## config.mk

```make
export PLATFORM = sky130hd
export DESIGN_NAME = chip8_mem_arbiter
export DESIGN_NICKNAME = d
export VERILOG_FILES = /design/src/rtl/chip8_pkg.sv /design/src/rtl/chip8_rr_pick2.sv /design/src/rtl/chip8_mem_arbiter.sv
export SDC_FILE = /design/constraint.sdc
export NUM_CORES = 1
export LEC_CHECK = 0
export BUFFER_PORTS_ARGS = -buffer_cell sky130_fd_sc_hd__buf_4
export CORE_MARGIN = 2
export CORE_UTILIZATION = 35
export DETAILED_ROUTE_END_ITERATION = 10
export GPL_TIMING_DRIVEN = 1
export PLACE_DENSITY_LB_ADDON = 0.25
export SLEW_MARGIN = 20
export SYNTH_ARGS = -nofsm -noshare
export SYNTH_HDL_FRONTEND = slang
export SYNTH_HIERARCHICAL = 1
export SYNTH_SLANG_ARGS = --single-unit
```

## constraint.sdc

```tcl
create_clock -name clk -period 5.3 [get_ports clk]
set_input_delay 0.53 -clock clk [delete_from_list [all_inputs] [get_ports clk]]
set_output_delay 0.53 -clock clk [all_outputs]
set_load 0.02 [all_outputs]
```

## src/rtl/chip8_pkg.sv

```systemverilog
// Shared constants and enums for the CHIP-8 memory subsystem.
package chip8_pkg;

    localparam int CHIP8_ADDR_W = 12;
    localparam int CHIP8_DATA_W = 8;

    typedef enum logic [1:0] {
        REQ_LD  = 2'd0,
        REQ_CPU = 2'd1,
        REQ_VID = 2'd2
    } req_idx_e;

    typedef enum logic {
        ARB    = 1'b0,
        LOCKED = 1'b1
    } arb_state_e;

endpackage

```

## src/rtl/chip8_rr_pick2.sv

```systemverilog
// Two-way round-robin picker; force_b lets requester b win outright.
module chip8_rr_pick2 (
    input  logic req_a,
    input  logic req_b,
    input  logic force_b,
    input  logic last_b,
    output logic gnt_a,
    output logic gnt_b
);

    // On a tie, favour whichever side was not granted last.
    assign gnt_b = req_b && (force_b || !req_a || !last_b);
    assign gnt_a = req_a && !gnt_b;

endmodule

```

## src/rtl/chip8_mem_arbiter.sv

```systemverilog
// Arbitrates the single-port CHIP-8 RAM between ROM loader, CPU and video.
// Handshake: a requester holds req/addr/we/wdata stable until it sees its gnt high;
// gnt is combinational, the access is issued on the following edge and read data
// comes back with the matching *_rvalid two cycles after gnt.
module chip8_mem_arbiter
    import chip8_pkg::*;
#(
    parameter int ADDR_W       = CHIP8_ADDR_W,
    parameter int DATA_W       = CHIP8_DATA_W,
    parameter int VID_MAX_WAIT = 8
) (
    input  logic              clk,
    input  logic              reset,
    input  logic              ld_req,
    input  logic              ld_we,
    input  logic [ADDR_W-1:0] ld_addr,
    input  logic [DATA_W-1:0] ld_wdata,
    output logic              ld_gnt,
    input  logic              cpu_req,
    input  logic              cpu_we,
    input  logic              cpu_lock,
    input  logic [ADDR_W-1:0] cpu_addr,
    input  logic [DATA_W-1:0] cpu_wdata,
    output logic              cpu_gnt,
    input  logic              vid_req,
    input  logic [ADDR_W-1:0] vid_addr,
    output logic              vid_gnt,
    output logic [ADDR_W-1:0] mem_addr,
    output logic              mem_we,
    output logic [DATA_W-1:0] mem_wdata,
    input  logic [DATA_W-1:0] mem_rdata,
    output logic [DATA_W-1:0] rdata,
    output logic              ld_rvalid,
    output logic              cpu_rvalid,
    output logic              vid_rvalid,
    output arb_state_e        dbg_state
);

    arb_state_e state_q, state_d;
    logic       last_vid_q;
    logic [7:0] vid_wait_q, vid_wait_d;
    logic       vid_force, cpu_cand, vid_cand;
    logic       rd_pend_q;
    req_idx_e   rd_owner_q;

    // A starved video request overrides both round-robin and the CPU lock.
    assign vid_force = vid_req && (vid_wait_q == 8'(VID_MAX_WAIT));
    assign cpu_cand  = cpu_req && !ld_req;
    assign vid_cand  = vid_req && !ld_req && (state_q == ARB || !cpu_req || vid_force);

    chip8_rr_pick2 u_pick (
        .req_a  (cpu_cand),
        .req_b  (vid_cand),
        .force_b(vid_force),
        .last_b (last_vid_q),
        .gnt_a  (cpu_gnt),
        .gnt_b  (vid_gnt)
    );

    assign ld_gnt    = ld_req;
    assign rdata     = mem_rdata;
    assign dbg_state = state_q;

    always_comb begin
        state_d    = state_q;
        vid_wait_d = vid_wait_q;
        case (state_q)
            ARB:     if (cpu_gnt && cpu_lock) state_d = LOCKED;
            LOCKED:  if (!cpu_req || (cpu_gnt && !cpu_lock)) state_d = ARB;
            default: state_d = ARB;
        endcase
        if (!vid_req || vid_gnt) begin
            vid_wait_d = 8'd0;
        end else if (vid_wait_q != 8'(VID_MAX_WAIT)) begin
            vid_wait_d = vid_wait_q + 8'd1;
        end
    end

    always_ff @(posedge clk) begin
        if (reset) begin
            state_q    <= ARB;
            last_vid_q <= 1'b1;
            vid_wait_q <= 8'd0;
            mem_addr   <= '0;
            mem_we     <= 1'b0;
            mem_wdata  <= '0;
            rd_pend_q  <= 1'b0;
            rd_owner_q <= REQ_LD;
            ld_rvalid  <= 1'b0;
            cpu_rvalid <= 1'b0;
            vid_rvalid <= 1'b0;
        end else begin
            state_q    <= state_d;
            vid_wait_q <= vid_wait_d;
            if (cpu_gnt || vid_gnt) last_vid_q <= vid_gnt;

            mem_we    <= 1'b0;
            rd_pend_q <= 1'b0;
            if (ld_gnt) begin
                mem_addr   <= ld_addr;
                mem_we     <= ld_we;
                mem_wdata  <= ld_wdata;
                rd_pend_q  <= !ld_we;
                rd_owner_q <= REQ_LD;
            end else if (cpu_gnt) begin
                mem_addr   <= cpu_addr;
                mem_we     <= cpu_we;
                mem_wdata  <= cpu_wdata;
                rd_pend_q  <= !cpu_we;
                rd_owner_q <= REQ_CPU;
            end else if (vid_gnt) begin
                mem_addr   <= vid_addr;
                rd_pend_q  <= 1'b1;
                rd_owner_q <= REQ_VID;
            end

            // RAM answers one cycle after the registered address.
            ld_rvalid  <= rd_pend_q && (rd_owner_q == REQ_LD);
            cpu_rvalid <= rd_pend_q && (rd_owner_q == REQ_CPU);
            vid_rvalid <= rd_pend_q && (rd_owner_q == REQ_VID);
        end
    end

endmodule

```

==> reports/qor.yml <==
clock_network:
  clk_pin_slew_ns: 0.07
  clockBufferDepth: 2
  cts_resized: 0
  cts_sinks: 37
  cts_tree: "done"
  h-tree-depth: 2
  clk_latency_ns: 0.28
  hold_buffers: 0
  root_buffer: "clkbuf_8"
  numCtsBuffers: 5
  postCtsSetupRepairBufs: 0
synthesis:
  synthTopCellsByCount: "dfxtp_1, mux2i_1, o21ai_0, nand2_1, nor2_1"
  synth_top_family_by_area: "simple AND/OR/NAND/NOR gates"
  syn_area_per_cell_um2: 9.17
  ys_types: 38
  postSynthCellCount: 202
  seq_area_frac_synth_pct: 40.0
  ys_warn_count: 6
  synthMuxAreaShare_pct: 15.7
  synthArstFlopShare_pct: 0
  yosys.area_share.xor_xnor_pct: 1.42
  synth_most_common_cell: "dfxtp_1"
  yosys.area.top_type_share_pct: 40.0
  synth_area_leaders: "dfxtp_1, mux2i_1, a22o_1"
  mappedNetlistNets: 272
  synth_top_flop_cell: "dfxtp_1"
  synth-compound-area-share_pct: 14.9
  synth_top_area_cell: "dfxtp_1"
  synth_area_um2: 1850
  synthAdderAreaFrac_pct: 1.35
  ys_ff_latch: 37
  synth-simple-area-share_pct: 18.1
  synth_edf_count: 0
drt:
  dr.pass1.iters: 4
  drc: 0
  drt-initial-drc-count: 42
  dr_total_vias: 1615
  ant_nets: 0
  routedWlPerCell_um: 12.2
  via_per_inst: 4.67
  wl_um: 4230
run_status:
  outcome: "finished, final reports clean"
cells_and_area:
  syn_to_final_growth_pct: 37.9
  nNetsFinal: 345
  drive_above_1_share_pct: 39.5
  antenna_cells: 0
  num-fill-cells: 505
place:
  pre_cts_ws_ns: 2.36
  place_congestion: 0.765
  place_hpwl_um: 3180
  portBuffers: 87
sta:
  fmax_mhz: 324
  min_period_ns: 3.08
  tns_ns: 0
  worst_slack_ns: 2.22
  skew_ns: 0.00320
  fin_crit_sh_pct: 58.2
  setup_violations: 0
  slew_headroom_pct: 52.2
  finalHoldViolCount: 0
  grt_setup_unrepaired: "false"
  drv_slew: 0
  tightestPinTransition_ns: 0.715
global_routing:
  antenna_found_initial: 0
  grt_start_max_net_pins: 44
  grt_pass1_wl_um: 6890
  grt-ovfl-total: 0
  track_usage_pct: 14.5
  grt_pass1_vias: 1509
critical_path:
  start_kind: "flip-flop"
  cp_max_fo: 7
  end_kind: "output port"
  cp.arrival_ns: 2.55
  crit_type: "flip-flop to output port"
  worst-endpoint-required_ns: 4.77
  reg2reg_slack_ns: 2.30
worst_hold_path:
  hp-class: "flip-flop to flip-flop"
power:
  internal_power_mw: 0.458
  clkPwrFrac_pct: 30.0
  ir_drop_mv: 0.132
  p_per_area_nw_per_um2: 245
  pwr-share-seq_pct: 48.2
  power_leakage_nw: 1.16
  finalPower_mw: 0.627
  switching_share_pct: 27.0
  pwr-share-comb_pct: 21.8
  power_switching_mw: 0.169
floorplanning:
  die_height_um: 76.8
  initial_core_util_pct: 36.3
  coreArea_um2: 5110
  num_rows: 26
  ioPinCount: 104
  dieArea_um2: 5890
  die_width_um: 76.8
flow_run:
  maxCapViolations: 0
-- cells by family after synthesis --
| kind of cell | count (synthesis) |
|---|---|
| multiplexers | 28 |
| buffers and inverters | 28 |
| adder cells (fa/ha/maj) | 2 |
| XOR/XNOR | 3 |
| AND/OR/NAND/NOR | 61 |
| AO/OA/AOI/OAI | 43 |
| flip-flops | 37 |
-- through the flow --
stage / area, µm² / utilization (%) / instances / hold slack, ns
after CTS: 2550 / 49.9 / 346 / 0.473
after detailed placement: 2460 / 48.3 / 338 / 0.459
after global routing: 2560 / 50.0 / 346 / 0.472
final: 2560 / 50.0 / 346 / 0.476
after global placement: 2460 / 48.3 / 338 / 0.455
after floorplan: 1850 / - / 202 / 0.431
-- final cells by class --
cell class / instances / area, µm² / share of cell area (%)
multi-input combinational: 137 / 962 / 37.6
clock buffer: 6 / 72.6 / 2.84
timing repair buffer: 88 / 661 / 25.8
inverter: 6 / 22.5 / 0.881
tap: 70 / 87.6 / 3.43
clock inverter: 2 / 10.0 / 0.392
sequential: 37 / 741 / 29.0
-- power groups by stage --
stage	clock network (mW)	logic, mW	registers [mW]
final	0.188	0.137	0.302
after floorplan	0	0.0679	0.323
after global placement	0	0.136	0.308
after global routing	0.206	0.150	0.304
after CTS	0.192	0.138	0.302
after detailed placement	0	0.138	0.308
-- layout by cell type, fill, tap and decap left out, types with 2 or more instances in the layout --
cell / count
a21oi_1: 10
a22o_1: 12
buf_4: 88
clkbuf_8: 5
clkinv_2: 2
dfxtp_1: 37
ha_1: 2
inv_1: 6
mux2_2: 8
mux2i_1: 20
nand2_1: 16
nand2b_1: 2
nand3_1: 5
nor2_1: 15
nor2b_1: 2
nor3_1: 4
nor3b_1: 2
nor4b_1: 2
nor4bb_1: 2
o21ai_0: 17
or3_1: 2
xor2_1: 2
-- sequential cells by signal, summed over array words and instances, names as in the netlist --
name / cells
mem_we: 1
last_vid_q: 1
ld_rvalid: 1
rd_owner_q: 2
vid_rvalid: 1
cpu_rvalid: 1
dbg_state: 1
rd_pend_q: 1
mem_wdata: 8
vid_wait_q: 8
mem_addr: 12
-- critical path, cell delays in order, from the launching register on --
cell	delay [ns]
dfxtp_1	0.35
inv_1	0.09
ha_1	0.16
nor4b_1	0.51
a21oi_1	0.13
nor3b_1	0.19
inv_1	0.07
a21oi_1	0.51
buf_4	0.26
-- routing by layer --
| metal | GRT usage (%) | up-vias | share of wire, % |
|---|---|---|---|
| met5 | 0 | - | 0 |
| met4 | 6.18 | 0 | 1.0 |
| met3 | 5.41 | 7 | 7.5 |
| met2 | 22.6 | 50 | 47 |
| met1 | 17.8 | 708 | 45 |
| li1 | - | 850 | - |
-- worst paths after layout --
kind / cells after the start / end / startpoint
worst max register to register: 10 / mem_addr[9] / vid_wait_q[0]
worst max-delay path: 8 / vid_gnt / vid_wait_q[0]
worst min register to register: 2 / last_vid_q / last_vid_q
worst min-delay path: 2 / last_vid_q / last_vid_q
No activity file was read; power rests on OpenSTA's default activity.
